==> config.mk <==
export PLATFORM = sky130hd
export DESIGN_NAME = keypad_scanner
export DESIGN_NICKNAME = d
export VERILOG_FILES = /design/src/rtl/keypad_scanner.sv
export SDC_FILE = /design/constraint.sdc
export NUM_CORES = 1
export LEC_CHECK = 0
export ABC_CLOCK_PERIOD_IN_PS = 4100
export CORE_UTILIZATION = 40
export CTS_CLUSTER_DIAMETER = 30
export DETAILED_ROUTE_END_ITERATION = 10
export PLACE_DENSITY_LB_ADDON = 0.15
export SYNTH_ARGS = -nofsm -noshare
export SYNTH_HDL_FRONTEND = slang
export SYNTH_SLANG_ARGS = --single-unit
==> constraint.sdc <==
create_clock -name clk -period 4.1 [get_ports clk]
set_input_delay 0.41 -clock clk [delete_from_list [all_inputs] [get_ports clk]]
set_output_delay 0.41 -clock clk [all_outputs]
set_load 0.01 [all_outputs]
==> src/rtl/keypad_scanner.sv <==
// 4x4 matrix keypad scanner: column drive, row sync, whole-scan debounce, press events.
// Optional auto-repeat of a held single key when KEYPAD_REPEAT_EN is defined.
module keypad_scanner #(
  parameter int SCAN_DIV       = 100_000,
  parameter int DEBOUNCE_SCANS = 4,
  parameter int REPEAT_SCANS   = 32
) (
  input  logic       clk,
  input  logic       reset,
  output logic [3:0] col,
  input  logic [3:0] row,
  output logic [3:0] key_code,
  output logic       key_valid,
  output logic       key_down
);

  localparam int DW = $clog2(SCAN_DIV);
  localparam int CW = $clog2(DEBOUNCE_SCANS + 1);
  localparam logic [DW-1:0] DWELL_LAST = DW'(SCAN_DIV - 1);
  localparam logic [CW-1:0] CNT_MAX    = CW'(DEBOUNCE_SCANS);

  logic [3:0]    r_sync1;
  logic [3:0]    r_sync2;
  logic          r_run;
  logic [1:0]    r_idx;
  logic [DW-1:0] r_dwell;
  logic [15:0]   r_snap;
  logic [15:0]   r_prev;
  logic [15:0]   r_stable;
  logic [CW-1:0] r_cnt;
  logic          r_done;
  logic [3:0]    r_code;
  logic          r_valid;
  logic          r_down;

  logic [3:0]    w_rows;
  logic [15:0]   w_snap_nxt;
  logic [CW-1:0] w_cnt_nxt;
  logic          w_accept;
  logic          w_onehot;
  logic          w_press;
  logic          w_fire;
  logic [3:0]    w_idx;

  // Rows are only ever sampled after this two-flop path.
  always_ff @(posedge clk) begin
    r_sync1 <= row;
    r_sync2 <= r_sync1;
  end

  assign w_rows = ~r_sync2;

  always_comb begin
    w_snap_nxt = r_snap;
    for (int r = 0; r < 4; r++) begin
      w_snap_nxt[{2'(r), r_idx}] = w_rows[r];
    end
  end

  always_comb begin
    if (r_snap != r_prev) begin
      w_cnt_nxt = CW'(1);
    end else if (r_cnt == CNT_MAX) begin
      w_cnt_nxt = r_cnt;
    end else begin
      w_cnt_nxt = r_cnt + CW'(1);
    end
  end

  always_comb begin
    w_idx = 4'd0;
    for (int i = 0; i < 16; i++) begin
      if (r_snap[i]) w_idx = 4'(i);
    end
  end

  assign w_onehot = (r_snap != 16'd0) &&
                    ((r_snap & (r_snap - 16'd1)) == 16'd0);
  assign w_accept = r_done && (w_cnt_nxt == CNT_MAX) &&
                    (r_snap != r_stable);
  assign w_press  = w_accept && (r_stable == 16'd0) && w_onehot;

`ifdef KEYPAD_REPEAT_EN
  localparam int RW = $clog2(REPEAT_SCANS + 1);
  localparam logic [RW-1:0] REP_LAST = RW'(REPEAT_SCANS - 1);

  logic [RW-1:0] r_rep;
  logic          r_armed;
  logic          w_repeat;

  assign w_repeat = r_done && !w_accept && r_armed &&
                    (r_rep == REP_LAST);
  assign w_fire   = w_press | w_repeat;

  // Armed only by a genuine press; any other stable change disarms.
  always_ff @(posedge clk) begin
    if (reset) begin
      r_rep   <= '0;
      r_armed <= 1'b0;
    end else if (r_done) begin
      if (w_accept) begin
        r_armed <= w_press;
        r_rep   <= '0;
      end else if (r_armed) begin
        r_rep <= (r_rep == REP_LAST) ? '0 : r_rep + RW'(1);
      end
    end
  end
`else
  assign w_fire = w_press;
`endif

  always_ff @(posedge clk) begin
    if (reset) begin
      r_run    <= 1'b0;
      r_idx    <= 2'd0;
      r_dwell  <= '0;
      r_snap   <= 16'd0;
      r_prev   <= 16'd0;
      r_stable <= 16'd0;
      r_cnt    <= '0;
      r_done   <= 1'b0;
      r_code   <= 4'd0;
      r_valid  <= 1'b0;
      r_down   <= 1'b0;
    end else begin
      r_done  <= 1'b0;
      r_valid <= w_fire;
      if (!r_run) begin
        r_run <= 1'b1;
      end else if (r_dwell == DWELL_LAST) begin
        r_dwell <= '0;
        r_idx   <= r_idx + 2'd1;
        r_snap  <= w_snap_nxt;
        r_done  <= (r_idx == 2'd3);
      end else begin
        r_dwell <= r_dwell + DW'(1);
      end
      // Evaluated in the cycle after the last column sample.
      if (r_done) begin
        r_cnt  <= w_cnt_nxt;
        r_prev <= r_snap;
        if (w_accept) begin
          r_stable <= r_snap;
          r_down   <= |r_snap;
        end
        if (w_press) r_code <= w_idx;
      end
    end
  end

  assign col       = r_run ? ~(4'b0001 << r_idx) : 4'b1111;
  assign key_code  = r_code;
  assign key_valid = r_valid;
  assign key_down  = r_down;

endmodule

==> results of run 1 <==
## per-layer routing
layer  part of all wire  vias to the layer above  routed length (µm)  GRT usage
met3              0.055                       16                 479     0.0594
met5                  0                        -                   0          0
met1               0.48                     1436                4130      0.240
met2               0.45                       60                3890      0.300
li1                   -                     1538                   -          -
met4              0.018                        0                 159     0.0669
## cells by family (layout without fill, tap and decap cells)
| family | Yosys count | after routing |
|---|---|---|
| AND/OR/NAND/NOR | 155 | 155 |
| buffers and inverters | 44 | 49 |
| adder cells (fa/ha/maj) | 8 | 8 |
| multiplexers | 35 | 35 |
| AO/OA/AOI/OAI | 66 | 66 |
| flip-flops | 86 | 86 |
| XOR/XNOR | 49 | 49 |
## worst max-delay path, cell delays in order (launching register included)
cell,delay (ns)
dfxtp_1,0.60
xor2_1,0.14
nor4_1,0.30
nand3_1,0.20
or4_1,0.50
buf_4,0.25
or4b_4,0.59
a221oi_1,0.24
## metrics by stage
step,hold slack (ns),power [µW],instance area [µm²],instances,setup slack [ns]
floorplan,0.310,882,3950,443,1.62
global placement,0.310,894,4170,561,1.24
detailed placement,0.313,893,4170,561,1.20
CTS,0.336,1530,4380,577,1.19
global route,0.347,1570,4380,577,0.886
finish,0.332,1510,4380,577,1.18
## synthesized netlist by cell type (2+ instances only)
cell       n  area (µm²)
dfxtp_1   86        1720
nor2_1    73         274
mux2i_1   35         350
xor2_1    26         228
a21oi_1   24         120
clkbuf_1  23        86.3
xnor2_1   23         201
a211oi_1  19         143
nand2_1   19        71.3
nand4_1   13        81.3
inv_1     12        45.0
nor3_1    12        60.1
nor4_1    12        75.1
nand3_1   10        50.1
ha_1       7        87.6
o21ai_0    5        25.0
and2_1     4        25.0
buf_1      4        15.0
buf_2      4        20.0
and3_1     3        18.8
o31ai_1    3        22.5
a221oi_1   2        17.5
and4_1     2        17.5
o311ai_0   2        17.5
o41ai_1    2        17.5
## registers in the layout, indices dropped and copies added, names as in the netlist
| name | cells |
|---|---|
| r_done | 1 |
| r_sync1 | 4 |
| r_run | 1 |
| r_cnt | 3 |
| r_snap | 16 |
| r_prev | 16 |
| key_valid | 1 |
| r_dwell | 17 |
| r_stable | 16 |
| key_down | 1 |
| r_sync2 | 4 |
| r_idx | 2 |
| key_code | 4 |
## path summary, 6_finish.rpt
check                                    to  startpoint  depth (start not counted)
worst max-delay path            key_code[2]  r_snap[11]                          7
worst min-delay path             r_sync2[1]  r_sync1[1]                          0
worst max register to register  key_code[2]  r_snap[11]                          7
worst min register to register   r_sync2[1]  r_sync1[1]                          0
## area by class of cell
| cell class | instances | share of cell area |
|---|---|---|
| clock buffers | 10 | 0.0314 |
| multi-input cells | 313 | 0.468 |
| well taps | 129 | 0.0368 |
| inverters | 12 | 0.0103 |
| clock inverters | 6 | 0.0171 |
| repair buffers | 21 | 0.0434 |
| flip-flops and latches | 86 | 0.393 |
## where the power goes
part,switching (µW),internal [µW]
clock,325,309
combinational,15.4,9.46
sequential,7.17,841
total,347,1160
==> impl_metrics.csv, run 1 <==
group,metric,value,unit
global_routing,grt.total_usage,0.188,
synthesis,synth_area_per_cell,8.91,µm²
global_routing,grt_max_degree,36,
worst_setup_path,cp-start-kind,"flip-flop",
sta,period_share,0.713,
cells_and_area,fin_util,0.465,
cells_and_area,final_common_cell,"dfxtp_1",
synthesis,syn_nets,456,
synthesis,synth_cell_types,43,
cts,post_cts_buffers,0,
synthesis,muxShareOfSynthArea,0.0888,
cells_and_area,num-fill-cells,935,
sta,tightest_slew,0.729,ns
sta,hold_violations,0,
cells_and_area,diodes,0,
die,die_y,101,µm
routing,wl,8660,µm
status,status,"complete, no violations",
worst_setup_path,worst-path-max-fanout,22,
cts,clock-sinks,86,
global_routing,antenna_found_initial,0,
cells_and_area,multi_input_area,0.00205,mm²
pwr,p_per_area,344,mW/mm²
sta,finalSetupViolCount,0,
worst_setup_path,r2r_slack,1.18,ns
die,io_pins,16,
worst_setup_path,cp.required,4.38,ns
sta,relSlewSlack,0.509,
die,die-area,0.0103,mm²
cts,htreeDepth,3,
routing,drt-pass1-iter-count,4,
job,cap_violations,0,
global_routing,grt_overflow_total,0,
die,start_util,0.419,
sta,rsz0062_at_grt,"no",
die,core,0.00942,mm²
global_routing,grt_pass1_wl,14800,µm
synthesis,synth-adder-area-share,0.0247,
cts,cts_max_path_buffers,2,
cells_and_area,drive_gt1_frac,0.0603,
cts,root_buffer,"clkbuf_8",
sta,fin_worst_skew,0.0120,ns
pwr,leakage,0.00171,µW
cells_and_area,area_growth,11.1,%
routing,num_vias,3050,
global_routing,grt_pass1_vias,2956,
die,fp.dieW,101,µm
cts,hold_buffers,0,
cts,cts_resized,0,
synthesis,synth_simple_gate_area_frac,0.186,
place,finalWeightedCongestion,0.856,
synthesis,ys.flop_type,"dfxtp_1",
synthesis,synth-seq-cells,86,
cells_and_area,register_area,0.00172,mm²
routing,drc_errors,0,
synthesis,synth_top_family_by_area,"simple AND/OR/NAND/NOR gates",
cts,cts_tree,"built",
synthesis,synth_xor_area_frac,0.109,
die,rows,35,
worst_setup_path,worstPathArrival,3.20,ns
synthesis,async_flop_share,0,
synthesis,synth_area,0.00395,mm²
routing,drt_iter0_markers,190,
worst_hold_path,hold_class,"reg -> reg",
sta,slew_violations,0,
synthesis,ys_warn_count,0,
sta,max_freq,342,MHz
cts,path_clk_slew,0.10,ns
cts,clk_latency,0.36,ns
synthesis,synth-compound-area-share,0.110,
sta,min_period,2.92,ns
place,port_buffers,15,
worst_setup_path,cp-end-kind,"flip-flop",
place,place_hpwl,6200,µm
routing,wl_per_cell,15.0,µm
cts,cts_made_buffers,9,
routing,ant_nets,0,
synthesis,netlist_instances,443,
cells_and_area,num-nets-final,456,
synthesis,synth_seq_area_share,0.436,
synthesis,synth_edf_count,0,
worst_setup_path,critical_path_class,"reg -> reg",
sta,tns,0,ns
cells_and_area,layout_common_cells,"dfxtp_1, nor2_1, mux2i_1, xor2_1, a21oi_1",
routing,viasPerCell,5.29,
pwr,vdd_drop_max,0.000219,V
Note: power is estimated with default switching activity, not from simulation.
==> run 2, diff against run 1 <==
ABC_CLOCK_PERIOD_IN_PS = 2800   (was 4100)
clock period = 2.8 ns   (was 4.1 ns; I/O delays follow)
==> run 2 against run 1 <==
  * Total power grew 37%
  * Hold slack lost 0.0015 ns
  * Critical path depth is the same
  * Via count grew 1.7%
  * Register-to-register slack lost 0.92 ns
  * Global-route usage grew 0.19 points
  * Setup slack lost 0.92 ns
  * Sequential share of layout area shrank 0.72 points
  * Maximum frequency grew 15%
  * Sequential cell count is the same
  * Combinational power grew 51%
  * Cell count grew 2.8%
  * Critical path type unchanged
  * Largest cell class unchanged
==> impl_metrics.csv, run 2 (synthesis results as in run 1) <==
group,metric,value,unit
status,status,"complete, no violations",
global_routing,grt_pass1_vias,2804,
die,core,0.00942,mm²
cts,clk_latency,0.36,ns
sta,period_share,0.906,
cts,cts_resized,0,
routing,num_vias,3103,
cts,htreeDepth,3,
worst_setup_path,reg2reg_to,"key_code[2]",
worst_setup_path,worst-path-max-fanout,5,
worst_setup_path,cp-start-kind,"flip-flop",
cts,root_buffer,"clkbuf_8",
cts,cts_made_buffers,9,
sta,hold_violations,0,
job,cap_violations,0,
die,die-area,0.0103,mm²
global_routing,grt_max_degree,35,
sta,finalSetupViolCount,0,
worst_setup_path,critical_path_class,"reg -> reg",
worst_setup_path,cp.required,3.07,ns
worst_setup_path,r2r_start,"r_cnt[0]",
die,die_y,101,µm
sta,rsz0062_at_grt,"no",
die,io_pins,16,
sta,slew_violations,0,
global_routing,grt_pass1_wl,14700,µm
sta,fin_worst_skew,0.0170,ns
pwr,vdd_drop_max,0.000244,V
worst_setup_path,startpoint,"r_cnt[0]",
worst_hold_path,hold_class,"reg -> reg",
cells_and_area,fin_util,0.474,
routing,drc_errors,0,
sta,relSlewSlack,0.555,
worst_setup_path,worstPathArrival,2.80,ns
routing,wl,9130,µm
cts,cts_tree,"built",
sta,max_freq,394,MHz
cells_and_area,drive_gt1_frac,0.0927,
place,dp_slack,0.238,ns
pwr,p_int,1570,µW
routing,drt_iter0_markers,211,
cells_and_area,area_growth,13.1,%
worst_setup_path,r2r_cells,7,
die,rows,35,
sta,min_period,2.54,ns
pwr,finalPower,2060,µW
cts,path_clk_slew,0.09,ns
cells_and_area,top_register,"r_dwell",
place,finalWeightedCongestion,0.806,
place,place_hpwl,6220,µm
cells_and_area,diodes,0,
global_routing,grt.total_usage,0.190,
routing,wl_per_cell,15.4,µm
global_routing,antenna_found_initial,0,
sta,tightest_slew,0.667,ns
routing,ant_nets,0,
global_routing,grt_overflow_total,0,
pwr,p_sw_frac,0.238,
die,fp.dieW,101,µm
cells_and_area,num-nets-final,472,
cts,clock-sinks,86,
die,start_util,0.419,
place,port_buffers,15,
worst_setup_path,endpoint,"key_code[2]",
cts,hold_buffers,0,
cts,post_cts_buffers,0,
pwr,pwr-share-seq,0.603,
cells_and_area,final_common_cell,"dfxtp_1",
pwr,p_switching,491,µW
cells_and_area,num-fill-cells,920,
pwr,leakage,0.00177,µW
cts,cts_max_path_buffers,2,
cells_and_area,largest_reg_flops,17,
sta,fin_ws,0.262,ns
worst_setup_path,r2r_slack,0.26,ns
pwr,p_clk_frac,0.379,
pwr,p_per_area,462,mW/mm²
worst_setup_path,cp-end-kind,"flip-flop",
sta,tns,0,ns
routing,drt-pass1-iter-count,5,
pwr,combPwrFrac,0.018,
routing,viasPerCell,5.23,
cells_and_area,layout_common_cells,"dfxtp_1, nor2_1, mux2i_1, xor2_1, a21oi_1",
-- run 2: worst min-delay path by stage --
stage	start	end	slack (ns)	depth (start not counted)
3_3_place_gp	r_sync1[3]	r_sync2[3]	0.31	0
5_1_grt	r_sync1[2]	r_sync2[2]	0.34	0
6_report	r_sync1[0]	r_sync2[0]	0.33	0
3_5_place_dp	r_sync1[0]	r_sync2[0]	0.31	0
4_1_cts	r_sync1[0]	r_sync2[0]	0.33	0
2_1_floorplan	row[0]	r_sync1[0]	0.31	0
-- run 2: area by class of cell --
| cell class | count | area, µm² | area share |
|---|---|---|---|
| multi-input combinational | 313 | 2050 | 0.459 |
| sequential | 86 | 1720 | 0.386 |
| timing repair buffer | 37 | 310 | 0.0695 |
| tap | 129 | 161 | 0.0362 |
| clock buffer | 9 | 124 | 0.0278 |
| clock inverter | 7 | 50.0 | 0.0112 |
| inverter | 12 | 45.0 | 0.0101 |
-- run 2: through the flow --
| step | std cells | hold WS (ns) | area [µm²] |
|---|---|---|---|
| after floorplan | 443 | 0.308 | 3950 |
| after global placement | 577 | 0.312 | 4290 |
| after detailed placement | 577 | 0.312 | 4290 |
| after CTS | 593 | 0.331 | 4460 |
| after global routing | 593 | 0.344 | 4460 |
| final | 593 | 0.331 | 4460 |
-- run 2: critical path: stages (launching register included) --
cell,delay (ns)
dfxtp_1,0.40
inv_1,0.10
ha_1,0.24
o32ai_1,0.27
o21bai_1,0.11
or4_1,0.53
or4b_4,0.57
a221oi_1,0.23
-- run 2: metal layers --
layer	wire length (µm)	up-vias	GRT usage
li1	-	1579	-
met1	4910	1449	0.291
met2	3770	65	0.265
met3	319	10	0.0269
met4	127	0	0.0747
met5	0	-	0
-- run 2: power by group through the flow --
stage               clock (µW)  combinational, µW  sequential, µW
global route               859               42.0            1240
global placement             0               37.6            1270
floorplan                    0               25.5            1270
finish                     780               37.7            1240
CTS                        812               38.0            1240
detailed placement           0               38.0            1270
==> edit 1: new RTL, config.mk and constraints of run 2 <==
Add a define of `KEYPAD_REPEAT_EN`.
--- a/src/rtl/keypad_scanner.sv
+++ b/src/rtl/keypad_scanner.sv
@@ -1,4 +1,6 @@
 // 4x4 matrix keypad scanner: column drive, row sync, whole-scan debounce, press events.
 // Optional auto-repeat of a held single key when KEYPAD_REPEAT_EN is defined.
+`define KEYPAD_REPEAT_EN
+
 module keypad_scanner #(
   parameter int SCAN_DIV       = 100_000,
Function: same outputs for any inputs over 10 cycles, from zero or initial values and one cycle with reset high; that may be too few to reach the edited logic, so the function may still have changed.
==> edit 1 against run 2 <==
  * First-iteration DRC count is 22% lower
  * Critical path depth stayed put
  * Cell area up 8.3%
  * Combinational power is 23% higher
  * Area after synthesis rose by 10%
  * Sequential cell count rose by 7
  * Setup slack improved by 0.026 ns
  * Wire length up 2.7%
  * Total power is 7.1% higher
  * Synthesized cell count increased by 9.9%
==> edit 1: results (changes against run 2) <==
- Root buffer cell: clkbuf_8
- P_leak: 1.96 nW (+11%)
- DP HPWL: 6690 um (+7.5%)
- VDD IR max: 0.230 mV (-5.9%)
- First-pass GRT wire length: 15800 um (+7.6%)
- Post-synth top cells: dfxtp_1, nor2_1, mux2i_1
- Pint: 1.68 mW (+7.3%)
- Gpl congestion: 0.892 (+11%)
- Worst Path Arrival: 2.75 ns (-0.05 ns)
- Worst slew margin: 55.7% (+0.21 points)
- Post-Synth XOR/XNOR Area: 9.87% (-1.0 points)
- Vias in the first global route: 3240 (+16%)
- Synth area leaders: dfxtp_1, mux2i_1, nor2_1
- Crit-path max FO: 9 (+4)
- Final net count: 513 (+8.7%)
- Area share of fa/ha/maj cells after synthesis: 2.53% (+0.059 points)
- Share of cells above drive strength 1: 8.55% (-0.72 points)
- Pin count of the biggest net entering global routing: 36 (+2.9%)
- Syn Nets: 501 (+9.9%)
- Hold path start: r_sync1[2]$_DFF_P_
- DRT Wirelength: 9380 um (+2.7%)
- Distinct cell type count of the synthesized netlist: 49 (+14%)
- Outcome: finished clean
- Sequential cell area fraction in the yosys report: 42.8% (-0.81 points)
- Slowest stage delay, CP: 0.53 ns (-0.04 ns)
- Crit path max-delay cell type: or4_4
- FILL cells: 1020 (+11%)
- Gr usage total: 17.8% (-1.2 points)
- Via count: 3316 (+6.9%)
- Compound-Gate Fraction of Synth Area: 9.47% (-1.5 points)
- R2R Path Start: r_snap[10]$_SDFFE_PP0P_
- DR pass1 iterations: 4 (-1)
- Mux cell area share after synthesis: 9.21% (+0.33 points)
## edit 1: changes by cell type in the layout (fill, tap and decap cells not counted), sizes merged, moves of 6 or more
cell and delta:
xnor2 -6, nor2 +16, xor2 +6, a21oi -9
nand2 +8, dfxtp +7
## edit 1: worst paths after layout
path | endpoint | slack [ns] | cells after the start
worst min register to register | r_sync2[2]$_DFF_P_ | 0.34 | 0
worst min-delay path | r_sync2[2]$_DFF_P_ | 0.34 | 0
worst max register to register | key_code[1]$_SDFFE_PP0P_ | 0.29 | 7
worst max-delay path | key_code[1]$_SDFFE_PP0P_ | 0.29 | 7
## edit 1: cell type report
type / instances / area (um^2) / share of cell area (%)
Multi-Input combinational cell: 348 / 2290 / 47.4
Tap cell: 136 / 170 / 3.52
Timing Repair Buffer: 35 / 295 / 6.11
Clock buffer: 10 / 128 / 2.64
Sequential cell: 93 / 1860 / 38.5
Inverter: 12 / 45.0 / 0.932
Clock inverter: 5 / 42.5 / 0.880
## edit 1: layer usage
metal / wire [um] / vias to the layer above / track usage (%)
li1: - / 1712 / -
met1: 4470 / 1553 / 22.0
met2: 4540 / 40 / 30.1
met3: 176 / 11 / 3.74
met4: 181 / 0 / 7.24
met5: 0 / - / 0
## edit 1: cells by family (layout without fill, tap and decap cells)
family	after synthesis	count (layout)
compound gates	60	60
xor+xnor	49	49
fa+ha+maj	9	9
buf+inv	46	62
flops	93	93
mux	39	39
simple gates	191	191
## edit 1: power groups by stage
stage / Clock, mW / Sequential, mW / Combinational [mW]
final: 0.809 / 1.35 / 0.0463
after global routing: 0.901 / 1.35 / 0.0536
after CTS: 0.855 / 1.35 / 0.0472
after detailed placement: 0 / 1.38 / 0.0473
after global placement: 0 / 1.38 / 0.0462
after floorplan: 0 / 1.37 / 0.0327
## edit 1: stage by stage
| step | cell area, um^2 | cells | utilization [%] | hold WS [ns] | worst slack (ns) |
|---|---|---|---|---|---|
| after global routing | 4830 | 639 | 46.4 | 0.333 | 0.196 |
| after floorplan | 4350 | 487 | - | 0.308 | 0.329 |
| final | 4830 | 639 | 46.4 | 0.337 | 0.289 |
| after CTS | 4830 | 639 | 46.4 | 0.327 | 0.293 |
| after global placement | 4660 | 624 | 44.8 | 0.312 | 0.345 |
| after detailed placement | 4660 | 624 | 44.8 | 0.314 | 0.310 |
## edit 1: worst max-delay path: cells and delay by family, from the launching register on
kind / cells / cell delay, ns
AND/OR/NAND/NOR: 3 / 1.04
adder cells (fa/ha/maj): 1 / 0.37
multiplexers: 1 / 0.31
flip-flops: 1 / 0.42
buffers and inverters: 1 / 0.17
AO/OA/AOI/OAI: 1 / 0.09
==> edit 2: new RTL, settings of run 2 <==
Without the edit above. Add an input register stage for `row`, with the module's reset; this delays it by one clock.
--- a/src/rtl/keypad_scanner.sv
+++ b/src/rtl/keypad_scanner.sv
@@ -19,4 +19,14 @@
   localparam logic [DW-1:0] DWELL_LAST = DW'(SCAN_DIV - 1);
   localparam logic [CW-1:0] CNT_MAX    = CW'(DEBOUNCE_SCANS);
+
+  logic [3:0] row_q;
+
+  always_ff @(posedge clk) begin
+    if (reset) begin
+      row_q <= '0;
+    end else begin
+      row_q <= row;
+    end
+  end
 
   logic [3:0]    r_sync1;
@@ -45,5 +55,5 @@
   // Rows are only ever sampled after this two-flop path.
   always_ff @(posedge clk) begin
-    r_sync1 <= row;
+    r_sync1 <= row_q;
     r_sync2 <= r_sync1;
   end
Formal check against the unedited RTL: no difference found for any inputs over 10 cycles, from zero or initial values and one cycle with reset high; that may be too few to reach the edited logic, so the function may still have changed.
==> edit 2 against run 2 <==
  * Area after synthesis up 5.6%
  * Via count rose by 1.5%
  * Largest cell class unchanged
  * Setup slack better by 0.0070 ns
  * Wire length rose by 2.2%
  * Non-clock buffer count is 9 lower
  * First-iteration DRC count is 55% lower
  * Sequential power rose by 5%
  * Hold slack better by 0.0053 ns
  * Total power is 7.7% higher
  * Largest power group unchanged
  * Maximum frequency is 0.28% higher
  * Sequential cell count is 4 higher
  * Critical endpoint is now key_code[0]$_SDFFE_PP0P_
  * Highest routed layer unchanged
  * Cell area rose by 3.6%
==> edit 2: results (changes against run 2) <==
- Hold WS: 0.336 ns (+0.00534 ns)
- Sw Share: 25.4% (+1.5 points)
- WL met3: 341 um (+6.9%)
- FILL cells: 968 (+5.2%)
- Cell area after synthesis: 0.00417 mm^2 (+5.6%)
- Clock buf/inv share: 4.19% (+0.30 points)
- Multi-In Gates: 331 (+5.8%)
- Crit-path leading delay family: compound AO/OA/AOI/OAI gates
- WL met1: 4610 um (-6.1%)
- Hold EP: r_sync2[2]$_DFF_P_
- Distinct cell type count of the synthesized netlist: 44 (+2.3%)
- Met2 wire length: 4210 um (+12%)
- DRT Wirelength: 9330 um (+2.2%)
- Post-Place Cells: 591 (+2.4%)
- Combinational cell power: 0.0404 mW (+7.2%)
- Area share of fa/ha/maj cells after synthesis: 2.10% (-0.37 points)
- Routing usage on met2: 28.2% (+1.7 points)
- P_clk: 0.875 mW (+12%)
- Syn Nets: 474 (+3.9%)
- Worst Path Arrival: 2.78 ns (-0.02 ns)
- Synth Area per Inst: 9.04 um^2 (+1.5%)
- Setup Skew: 0.0106 ns (-0.00647 ns)
- Met3 usage: 4.20% (+1.5 points)
- Post-synth top cells: dfxtp_1, nor2_1, xnor2_1
- Met1 Use GR: 25.1% (-4.0 points)
- DP Worst Slack: 0.351 ns (+0.113 ns)
- Crit-path max FO: 11 (+6)
- Share of cells above drive strength 1: 8.86% (-0.41 points)
- Outcome: finished clean
- DP HPWL: 6520 um (+4.9%)
==> edit 2: changes by cell type after synthesis, moves of 7 or more <==
cell,delta
a211oi_1,-12
nand2_1,+9
nor4_1,-7
or3_1,+15
nor2b_1,+9
xor2_1,-17
xnor2_1,+16
clkbuf_1,-8
==> edit 2: worst max path at each step <==
stage,startpoint,endpoint,slack [ns],cells past startpoint
floorplan,r_snap[1]$_SDFFE_PP0P_,key_code[0]$_SDFFE_PP0P_,0.54,7
global placement,r_snap[0]$_SDFFE_PP0P_,key_code[2]$_SDFFE_PP0P_,0.35,6
detailed placement,r_snap[2]$_SDFFE_PP0P_,key_code[2]$_SDFFE_PP0P_,0.35,6
CTS,r_snap[0]$_SDFFE_PP0P_,key_code[2]$_SDFFE_PP0P_,0.31,6
global route,r_snap[0]$_SDFFE_PP0P_,key_code[1]$_SDFFE_PP0P_,0.1,6
finish,r_snap[0]$_SDFFE_PP0P_,key_code[0]$_SDFFE_PP0P_,0.27,6
